`config.mk`:
```
export PLATFORM = sky130hd
export DESIGN_NAME = immu_tlb_walker
export DESIGN_NICKNAME = d
export VERILOG_FILES = /design/src/rtl/immu_pkg.sv /design/src/rtl/immu_entry_match.sv /design/src/rtl/immu_tlb_walker.sv
export SDC_FILE = /design/constraint.sdc
export NUM_CORES = 1
export LEC_CHECK = 0
export BUFFER_PORTS_ARGS = -buffer_cell sky130_fd_sc_hd__buf_2
export CORE_MARGIN = 1
export CORE_UTILIZATION = 50
export DETAILED_ROUTE_END_ITERATION = 12
export PLACE_DENSITY = 0.8
export SLEW_MARGIN = 10
export SYNTH_ARGS = -nofsm -noshare
export SYNTH_HDL_FRONTEND = slang
export SYNTH_SLANG_ARGS = --single-unit
export TNS_END_PERCENT = 30
```
`constraint.sdc`:
```
create_clock -name clk -period 2.4 [get_ports clk]
set_input_delay 0.72 -clock clk [delete_from_list [all_inputs] [get_ports clk]]
set_output_delay 0.72 -clock clk [all_outputs]
set_load 0.02 [all_outputs]
```
`src/rtl/immu_pkg.sv`:
```
// Shared definitions for the instruction/data MMU walkers: TLB entry layout,
// exception codes, walker state encoding and the page-size mask helper.
package immu_pkg;

  localparam int SIZE_MAX = 7;

  localparam int E_V      = 63;
  localparam int E_TS     = 62;
  localparam int E_TID_HI = 61;
  localparam int E_TID_LO = 54;
  localparam int E_EPN_HI = 53;
  localparam int E_EPN_LO = 34;
  localparam int E_SIZ_HI = 33;
  localparam int E_SIZ_LO = 30;
  localparam int E_RPN_HI = 29;
  localparam int E_RPN_LO = 10;
  localparam int E_UX     = 9;
  localparam int E_SX     = 6;

  localparam logic [4:0] EXC_NONE      = 5'd0;
  localparam logic [4:0] EXC_ITLB_MISS = 5'd1;
  localparam logic [4:0] EXC_ISI       = 5'd2;

  typedef enum logic [1:0] {
    ST_IDLE = 2'd0,
    ST_SCAN = 2'd1,
    ST_DONE = 2'd2
  } walk_state_t;

  // Page number mask: clears 2*SIZE low bits; SIZE above SIZE_MAX saturates.
  function automatic logic [19:0] page_mask(input logic [3:0] size);
    logic [2:0] s;
    s = size[3] ? 3'(SIZE_MAX) : size[2:0];
    return 20'hFFFFF << {s, 1'b0};
  endfunction

endpackage

```
`src/rtl/immu_entry_match.sv`:
```
// Combinational compare of one TLB entry against a translation context:
// valid/TS/TID/EPN match, page mask and execute permission.
module immu_entry_match
  import immu_pkg::*;
(
  input  logic [63:0] i_entry,
  input  logic [19:0] i_ea_pn,
  input  logic [7:0]  i_pid0,
  input  logic [7:0]  i_pid1,
  input  logic [7:0]  i_pid2,
  input  logic        i_is,
  input  logic        i_pr,
  output logic        o_match,
  output logic [19:0] o_mask,
  output logic        o_exec_ok
);

  logic [7:0]  w_tid;
  logic [19:0] w_epn;
  logic        w_tid_ok;
  logic        w_unused_bits;

  assign w_tid    = i_entry[E_TID_HI:E_TID_LO];
  assign w_epn    = i_entry[E_EPN_HI:E_EPN_LO];
  assign o_mask   = page_mask(i_entry[E_SIZ_HI:E_SIZ_LO]);
  // TID 0 is a global mapping that matches every process.
  assign w_tid_ok = (w_tid == 8'd0) || (w_tid == i_pid0) ||
                    (w_tid == i_pid1) || (w_tid == i_pid2);

  assign o_match  = i_entry[E_V] && (i_entry[E_TS] == i_is) && w_tid_ok &&
                    ((i_ea_pn & o_mask) == (w_epn & o_mask));
  assign o_exec_ok = i_pr ? i_entry[E_UX] : i_entry[E_SX];

  // RPN and the read/write permissions are consumed elsewhere, not here.
  assign w_unused_bits = ^{i_entry[E_RPN_HI:E_RPN_LO], i_entry[8:7], i_entry[5:0]};

endmodule

```
`src/rtl/immu_tlb_walker.sv`:
```
// Instruction-fetch TLB walker: scans the TLB one entry per cycle through a
// 1-cycle read port and returns PA / Miss / Exception for one fetch EA.
module immu_tlb_walker
  import immu_pkg::*;
#(
  parameter int ENTRIES = 64,
  parameter int IDX_W   = 6
) (
  input  logic             clk,
  input  logic             rst,
  input  logic             req_valid,
  output logic             req_ready,
  input  logic [31:0]      req_ea,
  input  logic [7:0]       pid0,
  input  logic [7:0]       pid1,
  input  logic [7:0]       pid2,
  input  logic             msr_is,
  input  logic             msr_pr,
  input  logic             flush,
  output logic             tlb_rd_en,
  output logic [IDX_W-1:0] tlb_rd_idx,
  input  logic [63:0]      tlb_rd_data,
  output logic             resp_valid,
  input  logic             resp_ready,
  output logic [31:0]      resp_pa,
  output logic [IDX_W-1:0] resp_idx,
  output logic             Miss,
  output logic [4:0]       Exception
);

  localparam logic [IDX_W-1:0] LAST_IDX = IDX_W'(ENTRIES - 1);

  walk_state_t      r_state, w_next_state;
  logic             r_req_ready;
  logic [31:0]      r_ea;
  logic [7:0]       r_pid0, r_pid1, r_pid2;
  logic             r_is, r_pr;
  logic             r_rd_en;
  logic [IDX_W-1:0] r_rd_idx;
  logic             r_data_vld;
  logic [IDX_W-1:0] r_data_idx;
  logic [31:0]      r_resp_pa;
  logic [IDX_W-1:0] r_resp_idx;
  logic             r_miss;
  logic [4:0]       r_exc;

  logic             w_accept, w_hit, w_scan_end, w_match, w_exec_ok;
  logic [19:0]      w_mask, w_rpn;

  immu_entry_match u_match (
    .i_entry   (tlb_rd_data),
    .i_ea_pn   (r_ea[31:12]),
    .i_pid0    (r_pid0),
    .i_pid1    (r_pid1),
    .i_pid2    (r_pid2),
    .i_is      (r_is),
    .i_pr      (r_pr),
    .o_match   (w_match),
    .o_mask    (w_mask),
    .o_exec_ok (w_exec_ok)
  );

  assign w_rpn      = tlb_rd_data[E_RPN_HI:E_RPN_LO];
  assign w_accept   = (r_state == ST_IDLE) && r_req_ready && req_valid && !flush;
  assign w_hit      = r_data_vld && w_match;
  assign w_scan_end = r_data_vld && (r_data_idx == LAST_IDX);

  // NOTE: w_next_state gets its default before the case, so no path can infer a latch.
  always_comb begin
    w_next_state = r_state;
    unique case (r_state)
      ST_IDLE: if (w_accept) w_next_state = ST_SCAN;
      ST_SCAN: if (w_hit || w_scan_end) w_next_state = ST_DONE;
      ST_DONE: if (resp_ready) w_next_state = ST_IDLE;
      default: w_next_state = ST_IDLE;
    endcase
    if (flush) w_next_state = ST_IDLE;
  end

  // NOTE: all state uses non-blocking assignments so every register sees pre-edge values.
  always_ff @(posedge clk or negedge rst) begin
    if (!rst) begin
      r_state     <= ST_IDLE;
      r_req_ready <= 1'b0;
      r_ea        <= '0;
      r_pid0      <= '0;
      r_pid1      <= '0;
      r_pid2      <= '0;
      r_is        <= 1'b0;
      r_pr        <= 1'b0;
      r_rd_en     <= 1'b0;
      r_rd_idx    <= '0;
      r_data_vld  <= 1'b0;
      r_data_idx  <= '0;
      r_resp_pa   <= '0;
      r_resp_idx  <= '0;
      r_miss      <= 1'b0;
      r_exc       <= EXC_NONE;
    end else begin
      r_state     <= w_next_state;
      r_req_ready <= (w_next_state == ST_IDLE);
      // Read data lines up with the index issued one cycle earlier.
      r_data_vld  <= (w_next_state == ST_SCAN) && r_rd_en;
      r_data_idx  <= r_rd_idx;

      if (w_accept) begin
        r_ea     <= req_ea;
        r_pid0   <= pid0;
        r_pid1   <= pid1;
        r_pid2   <= pid2;
        r_is     <= msr_is;
        r_pr     <= msr_pr;
        r_rd_en  <= 1'b1;
        r_rd_idx <= '0;
      end else if ((w_next_state == ST_SCAN) && r_rd_en && (r_rd_idx != LAST_IDX)) begin
        r_rd_idx <= r_rd_idx + IDX_W'(1);
      end else begin
        r_rd_en  <= 1'b0;
        r_rd_idx <= '0;
      end

      if ((r_state == ST_SCAN) && (w_next_state == ST_DONE)) begin
        if (w_hit) begin
          r_resp_idx <= r_data_idx;
          r_miss     <= 1'b0;
          r_exc      <= w_exec_ok ? EXC_NONE : EXC_ISI;
          r_resp_pa  <= w_exec_ok ?
                        {(w_rpn & w_mask) | (r_ea[31:12] & ~w_mask), r_ea[11:0]} : 32'd0;
        end else begin
          r_resp_idx <= '0;
          r_miss     <= 1'b1;
          r_exc      <= EXC_ITLB_MISS;
          r_resp_pa  <= '0;
        end
      end else if (w_next_state == ST_IDLE) begin
        r_resp_idx <= '0;
        r_miss     <= 1'b0;
        r_exc      <= EXC_NONE;
        r_resp_pa  <= '0;
      end
    end
  end

  assign req_ready  = r_req_ready;
  assign tlb_rd_en  = r_rd_en;
  assign tlb_rd_idx = r_rd_idx;
  assign resp_valid = (r_state == ST_DONE);
  assign resp_pa    = r_resp_pa;
  assign resp_idx   = r_resp_idx;
  assign Miss       = r_miss;
  assign Exception  = r_exc;

endmodule

```
Word-level counts from Yosys, hierarchy flattened. Cells that the tools add are included. Widths: inputs -> output; s select.

Flip-flop bits (word level): 119. Latch bits: 0. RAM bits: 0. ROM bits: 0. Input bits: 127. Output and inout port bits: 53. Word-level logic and storage cells: 81. Memories: 0.

Add/sub/neg operators: 1. $mul: 0. Div/mod/pow operators: 0. $lt $le $gt $ge: 0. Equality and inequality tests: 12. Shift-type cells: 1. Muxes and demuxes: 25. Bitwise logic cells: 6. Reduce and logical (&&, ||, !) cells: 20.

Operator list (count): $mux 32 (4); $and 20x20->20 (4); $mux 6 (5); $eq 8x8->1 (3); $eq 20x20->1 (1); $not 20->20 (1); $or 20x20->20 (1); $shl 20x4->20 const A (1); $mux 2 (6); $logic_and 1x1->1 (11); $mux 5 (2); $logic_not 8->1 (1); $add 6x1->6 const B (1); $eq 6x6->1 const B (1); $mux 1 (6); $ne 6x6->1 const B (1); $pmux 2 s3 (1); $eq 2x1->1 const B (2); $eq 2x2->1 const B (2); $logic_not 2->1 (2); $logic_or 1x1->1 (4); $mux 3 (1); $ne 2x2->1 const B (1); $reduce_bool 2->1 (1); other kinds (2) (2).

Depth between registers and ports, before layout. Gate-level depths: netlist (run 1).

Word-level depth: 16. Depth in mapped cells: 9. Gate-level depth less buffers: 7.

Hierarchy. Synthesis (run 1) repeated with hierarchy kept, for this count alone.

Cell total of the unflattened synthesis: 393. Area, all modules: 5207.5 sq um.

Modules (own cells, without submodules): immu_tlb_walker (times used 1, cells each 299, area an instance 4490.6 sq um, sequential area each 2877.8 sq um); immu_entry_match (times used 1, cells each 94, area an instance 716.9 sq um, sequential area each 0.0 sq um).

Worst setup path after synthesis (run 1). No wires, ideal clock.

Path kind: in2reg. Start point: in tlb_rd_data[48]. End point: reg r_resp_pa[10] (netlist: resp_pa[10]). Arrival: 2.281 ns. Required time: 2.279 ns. Slack: -0.002 ns. Stages on the path: 8. Buffers on the path: 1. Path through: xnor2_1 -> nand3_1 -> a2111oi_4 -> o211ai_4 -> a211oi_2 -> o22ai_2 -> buf_4 -> a22o_2.

Cells in the longest elaborated chain, start to end: 11. Elaborated cells between the ends (all ways): 14. Classes of those cells: eq/ne (2); mux (5); bitwise (1); reduce/logical (6).

Ends and longest elaborated chain: from (decl) (RTL line immu_tlb_walker.sv:22) `input logic [63:0] tlb_rd_data,`; $and 20x20->20 (*) (RTL line immu_entry_match.sv:31) `((i_ea_pn & o_mask) == (w_epn & o_mask));`; $eq 20x20->1 (*) (RTL line immu_entry_match.sv:31); $logic_and 1x1->1 (*) (RTL line immu_entry_match.sv:30) `assign o_match = i_entry[E_V] && (i_entry[E_TS] == i_is) && w_tid_ok &&`; $logic_and 1x1->1 (*) (RTL line immu_tlb_walker.sv:65) `assign w_hit = r_data_vld && w_match;`; $logic_or 1x1->1 (RTL line immu_tlb_walker.sv:73) `ST_SCAN: if (w_hit || w_scan_end) w_next_state = ST_DONE;`; $mux 2 (RTL line immu_tlb_walker.sv:73); $pmux 2 s3 (RTL line immu_tlb_walker.sv:71) `unique case (r_state)`; $mux 2 (RTL line immu_tlb_walker.sv:77) `if (flush) w_next_state = ST_IDLE;`; $eq 2x2->1 (RTL line immu_tlb_walker.sv:122) `if ((r_state == ST_SCAN) && (w_next_state == ST_DONE)) begin`; $logic_and 1x1->1 (RTL line immu_tlb_walker.sv:122); $mux 32 or $reduce_bool 2->1 (tied branches); to (signal assigned) (RTL line immu_tlb_walker.sv:127) `r_resp_pa <= w_exec_ok ?`; to (decl) (RTL line immu_tlb_walker.sv:42) `logic [31:0] r_resp_pa;`.

Mark *: on every way between the ends. The rest lies on a longest branch, timed or not. A chain may end at the register's enable or synchronous reset.

Worst setup path after layout (run 1).
Start point: reg r_ea[20]. End point: reg r_resp_pa[26] (netlist: resp_pa[26]).

Cells in the longest elaborated chain, start to end: 11. Elaborated cells between the ends (all ways): 14. Classes of those cells: eq/ne (2); mux (5); bitwise (1); reduce/logical (6).

Ends and longest elaborated chain: from (decl) (RTL line immu_tlb_walker.sv:35) `logic [31:0] r_ea;`; from (signal assigned) (RTL line immu_tlb_walker.sv:107) `r_ea <= req_ea;`; $and 20x20->20 (*) (RTL line immu_entry_match.sv:31); $eq 20x20->1 (*) (RTL line immu_entry_match.sv:31); $logic_and 1x1->1 (*) (RTL line immu_entry_match.sv:30); $logic_and 1x1->1 (*) (RTL line immu_tlb_walker.sv:65); $logic_or 1x1->1 (RTL line immu_tlb_walker.sv:73); $mux 2 (RTL line immu_tlb_walker.sv:73); $pmux 2 s3 (RTL line immu_tlb_walker.sv:71); $mux 2 (RTL line immu_tlb_walker.sv:77); $eq 2x2->1 (RTL line immu_tlb_walker.sv:122); $logic_and 1x1->1 (RTL line immu_tlb_walker.sv:122); $mux 32 or $reduce_bool 2->1 (tied branches).

Marked as above.

==> impl_metrics.xml, run 1 <==
<?xml version="1.0" encoding="UTF-8"?>
<metrics>
  <group name="route">
    <metric name="route.detailed.wl_per_inst" unit="um">16.25</metric>
    <metric name="total_wirelength_of_the_detailed_routed_design" unit="um">11750</metric>
    <metric name="detail_route.first_pass.iterations" unit="">4</metric>
    <metric name="detail_route.iter0.violations" unit="">140</metric>
    <metric name="routed_via_density" unit="">5.170</metric>
    <metric name="drt.antenna.violating_nets" unit="">0</metric>
    <metric name="detail_route.drc_violations" unit="">0</metric>
    <metric name="route.vias.total" unit="">3738</metric>
  </group>
  <group name="cells_and_area">
    <metric name="nets" unit="">705</metric>
    <metric name="area_delta_synth_final" unit="%">33.42</metric>
    <metric name="diodes" unit="">0</metric>
    <metric name="final_core_utilization" unit="%">69.72</metric>
    <metric name="layout-drive-gt1-share" unit="%">51.86</metric>
  </group>
  <group name="power">
    <metric name="total_power_divided_by_cell_area" unit="nW/um^2">847.0</metric>
    <metric name="leakage" unit="nW">3.273</metric>
    <metric name="power.ir.vdd_worst" unit="mV">0.5810</metric>
  </group>
  <group name="clock_tree">
    <metric name="clkLatencyLatePin" unit="ns">0.51</metric>
    <metric name="cts_buf_count" unit="">17</metric>
    <metric name="cts_tree" unit="">built</metric>
    <metric name="cts_max_level" unit="">4</metric>
    <metric name="cts.sinks" unit="">115</metric>
    <metric name="root_buffer" unit="">clkbuf_8</metric>
    <metric name="largest_buffer_count_on_any_clock_path" unit="">2</metric>
    <metric name="cts_post_setup_buffers_inserted" unit="">0</metric>
    <metric name="clk_pin_slew_worst_paths" unit="ns">0.06</metric>
    <metric name="post_cts.resized_instances" unit="">0</metric>
    <metric name="post_cts_hold_buffer_count" unit="">0</metric>
  </group>
  <group name="die">
    <metric name="die_w" unit="um">103.5</metric>
    <metric name="die_area" unit="sq um">10720</metric>
    <metric name="num_rows" unit="">36</metric>
    <metric name="core_area" unit="sq um">9864</metric>
    <metric name="die_span_in_y" unit="um">103.5</metric>
    <metric name="initial_core_util" unit="%">52.26</metric>
    <metric name="design.portCount" unit="">180</metric>
  </group>
  <group name="placement">
    <metric name="port_buffers" unit="">168</metric>
    <metric name="dp_hpwl" unit="um">8750</metric>
    <metric name="gp_routability_congestion" unit="">0.8397</metric>
  </group>
  <group name="setup_path">
    <metric name="critical-path-slowest-cell" unit="">dfrtp_1</metric>
    <metric name="timing.critical_path.cells" unit="">xnor2_1, nand2_1, a2111oi_4, o211ai_4, a211oi_2, o22ai_4, buf_12, a22o_2</metric>
    <metric name="timing.critical_path.arrival" unit="ns">2.62</metric>
    <metric name="critical_path.endpoint_type" unit="">register</metric>
    <metric name="reg2regPathDepth" unit="">8</metric>
    <metric name="timing_worst_setup_path_type" unit="">reg -&gt; reg</metric>
    <metric name="r2r_setup_slack" unit="ns">0.18</metric>
    <metric name="timing.critical_path.max_delay_family" unit="">compound AO/OA/AOI/OAI gates</metric>
    <metric name="top_fanout_value_on_the_critical_path" unit="">31</metric>
    <metric name="critPathLaunchType" unit="">register</metric>
    <metric name="critPathRequiredTime" unit="ns">2.80</metric>
    <metric name="critical_path_buf_inv_count" unit="">1</metric>
    <metric name="rr_endpoint" unit="">resp_pa[26]</metric>
    <metric name="crit-reg2reg-launch" unit="">r_ea[20]</metric>
    <metric name="max_stage_delay" unit="ns">0.41</metric>
  </group>
  <group name="synthesis">
    <metric name="most_frequent_cell_after_synthesis" unit="">dfrtp_1</metric>
    <metric name="synthFlopType" unit="">dfrtp_1</metric>
    <metric name="synthesized_instance_count" unit="">381</metric>
    <metric name="netlist.top_cell.by_area" unit="">dfrtp_1</metric>
    <metric name="synth_xor_xnor_area_share" unit="%">8.325</metric>
    <metric name="mappedNetlistArea" unit="sq um">5155</metric>
    <metric name="synth_common_cells" unit="">dfrtp_1, mux2_2, xnor2_1</metric>
    <metric name="netlist_top_cells_area" unit="">dfrtp_1, mux2_2, xnor2_1</metric>
    <metric name="synth-simple-area-share" unit="%">6.553</metric>
    <metric name="number_of_distinct_library_cells_after_synthesis" unit="">45</metric>
    <metric name="synth_top_family_by_area" unit="">multiplexers</metric>
    <metric name="post_synth_edffs" unit="">0</metric>
    <metric name="synthArstFlopShare" unit="%">100.0</metric>
    <metric name="synth.yosys.seq_area_share" unit="%">55.83</metric>
    <metric name="yosysTopAreaCellShare" unit="%">55.83</metric>
    <metric name="yosys.area_share.adder" unit="%">0.2427</metric>
    <metric name="synth.yosys.warnings" unit="">0</metric>
    <metric name="synth_compound_area_share" unit="%">10.63</metric>
    <metric name="postSynthRegisterBits" unit="">115</metric>
    <metric name="syn_avg_cell_area" unit="sq um">13.53</metric>
    <metric name="synth_mux_area_share" unit="%">15.61</metric>
  </group>
  <group name="sta">
    <metric name="skew" unit="ns">0.01384</metric>
    <metric name="fin_crit_sh" unit="%">92.61</metric>
    <metric name="rsz0062_at_grt" unit="">no</metric>
    <metric name="post-route-min-period" unit="ns">2.223</metric>
    <metric name="maxSlewViolCount" unit="">0</metric>
    <metric name="fmax_achieved" unit="MHz">449.9</metric>
    <metric name="timing.hold.ws" unit="ns">0.06227</metric>
    <metric name="timing.final.hold_violations" unit="">0</metric>
    <metric name="finalSetupViolations" unit="">0</metric>
  </group>
  <group name="global_route">
    <metric name="number_of_antenna_violations_at_the_first_check_in_global_routing" unit="">1</metric>
    <metric name="first_pass_grt_wire_length" unit="um">19360</metric>
    <metric name="first_global_vias" unit="">3954</metric>
    <metric name="grt_remaining_overflow" unit="">0</metric>
    <metric name="globalRouteTotalUtil" unit="%">23.23</metric>
    <metric name="maximum_number_of_pins_on_one_net_before_global_route_repair" unit="">68</metric>
  </group>
  <group name="outcome">
    <metric name="status" unit="">complete, no violations</metric>
  </group>
  <group name="worst_hold_path">
    <metric name="hold_path.class" unit="">in -&gt; async</metric>
  </group>
  <group name="job">
    <metric name="number_of_violations_of_the_max_capacitance_limit" unit="">0</metric>
  </group>
</metrics>
## power by group
group          leakage (nW)  total (mW)  internal, mW  switching (mW)
clock network         0.278        2.44          1.54           0.898
logic                  1.52       0.952         0.559           0.393
registers              1.47        2.43          2.22           0.210
## how the worst max path moves through the flow
stage,depth (start not counted),slack [ns],end,start
2_1_floorplan,8,0.007,resp_pa[10],tlb_rd_data[48]
3_3_place_gp,9,-0.24,resp_pa[26],tlb_rd_data[48]
3_5_place_dp,9,-0.26,resp_pa[26],tlb_rd_data[48]
4_1_cts,8,0.16,resp_pa[26],r_ea[20]
5_1_grt,8,0.04,resp_pa[27],r_ea[20]
6_report,8,0.18,resp_pa[26],r_ea[20]
## kinds of logic (layout without fill, tap and decap cells)
| logic type | after synthesis | after routing |
|---|---|---|
| DFF | 115 | 115 |
| muxes | 73 | 73 |
| AOI/OAI and AO/OA | 61 | 61 |
| and+or+nand+nor | 61 | 61 |
| xor gates and xnor gates | 49 | 49 |
| buffers and inverters | 20 | 227 |
| adders and majority gates | 1 | 1 |
| other | 1 | 3 |
## cell type report
| type | count | area [sq um] |
|---|---|---|
| fillers | 728 | 2987 |
| flip-flops and latches | 115 | 2878 |
| multi-input cells | 248 | 2156 |
| repair buffers | 193 | 1081 |
| clock buffers | 19 | 441.7 |
| well taps | 133 | 166.4 |
| clock inverters | 13 | 147.6 |
| inverters | 2 | 7.507 |
## cells in the final DEF (no fill, tap or decap), types with 4 or more instances in the layout
| cell | netlist | routed |
|---|---|---|
| a21oi_1 | 5 | 5 |
| a22o_1 | 15 | 15 |
| a22o_2 | 10 | 10 |
| buf_12 | 0 | 4 |
| buf_2 | 2 | 167 |
| buf_4 | 6 | 22 |
| clkbuf_16 | 0 | 16 |
| clkinvlp_4 | 0 | 4 |
| dfrtp_1 | 115 | 115 |
| inv_6 | 0 | 4 |
| mux2_2 | 59 | 59 |
| mux2i_1 | 14 | 14 |
| nand2_1 | 9 | 9 |
| nand3_1 | 5 | 5 |
| nand4_1 | 8 | 8 |
| nor2_1 | 14 | 14 |
| nor3_1 | 6 | 5 |
| nor4_1 | 5 | 5 |
| o2bb2ai_1 | 14 | 14 |
| xnor2_1 | 45 | 45 |
| xor2_1 | 4 | 4 |
## stage by stage
stage | setup slack, ns | area [sq um] | setup TNS [ns] | power (mW) | cells
floorplan | 0.007152 | 5162 | 0 | 3.072 | 383
global placement | -0.2381 | 6289 | -8.314 | 3.363 | 691
detailed placement | -0.2645 | 6289 | -9.134 | 3.425 | 691
CTS | 0.1629 | 6878 | 0 | 5.891 | 723
global route | 0.03877 | 6878 | 0 | 6.100 | 723
finish | 0.1773 | 6878 | 0 | 5.825 | 723
## per-layer routing
metal | up-vias | GRT usage, % | wire [um]
met1 | 1809 | 28.43 | 4828
met3 | 19 | 8.118 | 757
met5 | - | 0 | 12
met2 | 123 | 38.69 | 6000
li1 | 1785 | - | -
met4 | 2 | 7.039 | 149
## sequential cells by signal, summed over array words and instances, names as in the netlist
register	flops
r_state	2
Exception	2
resp_pa	32
tlb_rd_en	1
r_pr	1
tlb_rd_idx	6
req_ready	1
resp_idx	6
r_data_idx	6
r_pid2	8
r_is	1
r_data_vld	1
r_ea	32
r_pid0	8
r_pid1	8
## worst register-to-register path, cell delays in order, from the launching register on
cell	delay, ns
dfrtp_1	0.41
xnor2_1	0.17
nand2_1	0.12
a2111oi_4	0.41
o211ai_4	0.13
a211oi_2	0.30
o22ai_4	0.12
buf_12	0.18
a22o_2	0.28
Power figures use the tool's default switching activity.
==> inputs of run 2 (changes only) <==
--- a/config.mk
+++ b/config.mk
@@ -5,11 +5,11 @@
 export SDC_FILE = /design/constraint.sdc
 export NUM_CORES = 1
 export LEC_CHECK = 0
-export BUFFER_PORTS_ARGS = -buffer_cell sky130_fd_sc_hd__buf_2
 export CORE_MARGIN = 1
-export CORE_UTILIZATION = 50
+export CORE_UTILIZATION = 60
 export DETAILED_ROUTE_END_ITERATION = 12
-export PLACE_DENSITY = 0.8
+export DONT_BUFFER_PORTS = 1
+export PLACE_DENSITY = 0.76
 export SLEW_MARGIN = 10
 export SYNTH_ARGS = -nofsm -noshare
 export SYNTH_HDL_FRONTEND = slang
==> impl_metrics.xml, run 2 (synthesis gave the netlist of run 1 again) <==
<?xml version="1.0" encoding="UTF-8"?>
<metrics>
  <group name="global_route">
    <metric name="maximum_number_of_pins_on_one_net_before_global_route_repair" unit="">116</metric>
    <metric name="groute.layer.met1.usage" unit="%">28.48</metric>
    <metric name="first_pass_grt_wire_length" unit="um">16850</metric>
    <metric name="grt_remaining_overflow" unit="">0</metric>
    <metric name="fraction_of_met3_tracks_used_by_global_routing" unit="%">11.03</metric>
    <metric name="gr_peak_layer" unit="">met2</metric>
    <metric name="globalRouteTotalUtil" unit="%">25.76</metric>
    <metric name="first_global_vias" unit="">3380</metric>
    <metric name="number_of_antenna_violations_at_the_first_check_in_global_routing" unit="">1</metric>
    <metric name="grt_util_met2" unit="%">44.42</metric>
  </group>
  <group name="clock_tree">
    <metric name="largest_buffer_count_on_any_clock_path" unit="">2</metric>
    <metric name="root_buffer" unit="">clkbuf_8</metric>
    <metric name="cts_max_level" unit="">4</metric>
    <metric name="clk_pin_slew_worst_paths" unit="ns">0.06</metric>
    <metric name="cts_post_setup_buffers_inserted" unit="">0</metric>
    <metric name="cts.sinks" unit="">115</metric>
    <metric name="cts_buf_count" unit="">17</metric>
    <metric name="clkLatencyLatePin" unit="ns">0.51</metric>
    <metric name="post_cts.resized_instances" unit="">0</metric>
    <metric name="cts_tree" unit="">built</metric>
  </group>
  <group name="sta">
    <metric name="skew" unit="ns">0.01372</metric>
    <metric name="setup_ws" unit="ns">0.1807</metric>
    <metric name="timing.hold.ws" unit="ns">-0.1009</metric>
    <metric name="tightest_slew" unit="ns">0.5884</metric>
    <metric name="fin_crit_sh" unit="%">92.47</metric>
    <metric name="timing.slew.headroom" unit="%">60.69</metric>
    <metric name="final.setup.tns" unit="ns">0</metric>
    <metric name="rsz0062_at_grt" unit="">no</metric>
    <metric name="timing.final.hold_violations" unit="">115</metric>
    <metric name="fmax_achieved" unit="MHz">450.6</metric>
    <metric name="finalSetupViolations" unit="">0</metric>
    <metric name="maxSlewViolCount" unit="">0</metric>
    <metric name="post-route-min-period" unit="ns">2.219</metric>
  </group>
  <group name="setup_path">
    <metric name="timing.critical_path.cells" unit="">xnor2_1, nand4_1, o21ai_0, buf_4, o211ai_4, a211oi_2, o22ai_4, buf_12, a22o_2</metric>
    <metric name="top_fanout_value_on_the_critical_path" unit="">21</metric>
    <metric name="critPathRequiredTime" unit="ns">2.80</metric>
    <metric name="max_stage_delay" unit="ns">0.39</metric>
    <metric name="reg2regPathDepth" unit="">9</metric>
    <metric name="critical_path_buf_inv_count" unit="">2</metric>
    <metric name="rr_endpoint" unit="">resp_pa[27]</metric>
    <metric name="critical_path.endpoint_type" unit="">register</metric>
    <metric name="timing_worst_setup_path_type" unit="">reg -&gt; reg</metric>
    <metric name="critPathLaunchType" unit="">register</metric>
    <metric name="timing.critical_path.max_delay_family" unit="">compound AO/OA/AOI/OAI gates</metric>
    <metric name="critical-path-slowest-cell" unit="">dfrtp_1</metric>
    <metric name="r2r_setup_slack" unit="ns">0.18</metric>
    <metric name="crit-reg2reg-launch" unit="">r_pid1[5]</metric>
    <metric name="timing.critical_path.arrival" unit="ns">2.62</metric>
  </group>
  <group name="cells_and_area">
    <metric name="nets" unit="">526</metric>
    <metric name="layout-drive-gt1-share" unit="%">30.90</metric>
    <metric name="post_route_cell_area" unit="sq um">5979</metric>
    <metric name="final_core_utilization" unit="%">72.41</metric>
    <metric name="mostFrequentLayoutCell" unit="">dfrtp_1</metric>
    <metric name="layout.cells.non_filler" unit="">517</metric>
    <metric name="commonest_cells_after_routing_fill_and_taps_aside" unit="">dfrtp_1, mux2_2, xnor2_1</metric>
    <metric name="area_delta_synth_final" unit="%">16.00</metric>
  </group>
  <group name="worst_hold_path">
    <metric name="hold_path.class" unit="">in -&gt; async</metric>
  </group>
  <group name="placement">
    <metric name="port_buffers" unit="">0</metric>
    <metric name="dp_worst_setup_slack" unit="ns">-0.09685</metric>
    <metric name="detailed_place.area" unit="sq um">5340</metric>
    <metric name="dp_hpwl" unit="um">7666</metric>
    <metric name="placed_cells" unit="">484</metric>
    <metric name="gp_routability_congestion" unit="">0.7848</metric>
  </group>
  <group name="die">
    <metric name="num_rows" unit="">33</metric>
    <metric name="die_area" unit="sq um">8966</metric>
    <metric name="initial_core_util" unit="%">62.42</metric>
    <metric name="design.portCount" unit="">180</metric>
    <metric name="die_w" unit="um">94.69</metric>
    <metric name="core_area" unit="sq um">8258</metric>
    <metric name="die_span_in_y" unit="um">94.69</metric>
  </group>
  <group name="power">
    <metric name="leakage" unit="nW">2.506</metric>
    <metric name="power.ir.vdd_worst" unit="mV">0.5958</metric>
    <metric name="total_power_divided_by_cell_area" unit="nW/um^2">983.8</metric>
  </group>
  <group name="outcome">
    <metric name="status" unit="">complete, but fails checks</metric>
    <metric name="violations_in_the_final_reports" unit="">negative hold slack</metric>
  </group>
  <group name="route">
    <metric name="detail_route.iter0.violations" unit="">109</metric>
    <metric name="detail_route.first_pass.iterations" unit="">4</metric>
    <metric name="route.detailed.wl_per_inst" unit="um">21.05</metric>
    <metric name="drt.antenna.violating_nets" unit="">0</metric>
    <metric name="total_wirelength_of_the_detailed_routed_design" unit="um">10880</metric>
    <metric name="route.vias.total" unit="">3107</metric>
    <metric name="detail_route.drc_violations" unit="">0</metric>
    <metric name="routed_via_density" unit="">6.010</metric>
  </group>
  <group name="job">
    <metric name="number_of_violations_of_the_max_capacitance_limit" unit="">0</metric>
  </group>
</metrics>
[run 2: cell count changes in the layout (fill, tap and decap cells not counted)]
cell / previous run / this run
clkinvlp_4: 4 / 3
bufinv_16: 2 / 4
diode_2: 0 / 1
buf_12: 4 / 5
inv_6: 4 / 5
clkinv_2: 1 / 0
clkinv_4: 2 / 1
buf_2: 167 / 0
buf_4: 22 / 9
[run 2: power by group]
group          switching (mW)  internal, mW
registers               0.214          2.22
clock network           0.920          1.76
logic                   0.299         0.469
total                    1.43          4.45
[run 2: how the worst max path moves through the flow]
stage                    startpoint            end  cells after the start
finish                    r_pid1[5]    resp_pa[27]                      9
global placement    tlb_rd_data[61]     resp_pa[8]                      9
global route               r_ea[24]     resp_pa[8]                      8
detailed placement  tlb_rd_data[30]  tlb_rd_idx[4]                      7
CTS                       r_pid1[7]    resp_pa[27]                      9
floorplan           tlb_rd_data[48]    resp_pa[10]                      8
[run 2: layout make-up]
cell class	instances	area [sq um]
diodes	1	2.502
clock inverters	13	195.2
clock buffers	19	441.7
repair buffers	14	167.7
well taps	105	131.4
fillers	563	2278
multi-input cells	248	2156
flip-flops and latches	115	2878
inverters	2	7.507
[run 2: metal layers]
| metal | share of wire, % | vias up |
|---|---|---|
| met2 | 51 | 135 |
| met5 | 0 | - |
| met1 | 38 | 1537 |
| met3 | 8.7 | 18 |
| met4 | 1.9 | 0 |
| li1 | - | 1417 |
[run 2: through the flow]
stage                     hold slack (ns)  total power, mW
final                             -0.1009            5.883
after global routing              -0.1315            6.129
after CTS                         -0.1223            5.947
after detailed placement           0.4271            3.236
after global placement             0.4264            3.192
after floorplan                    0.4244            3.072
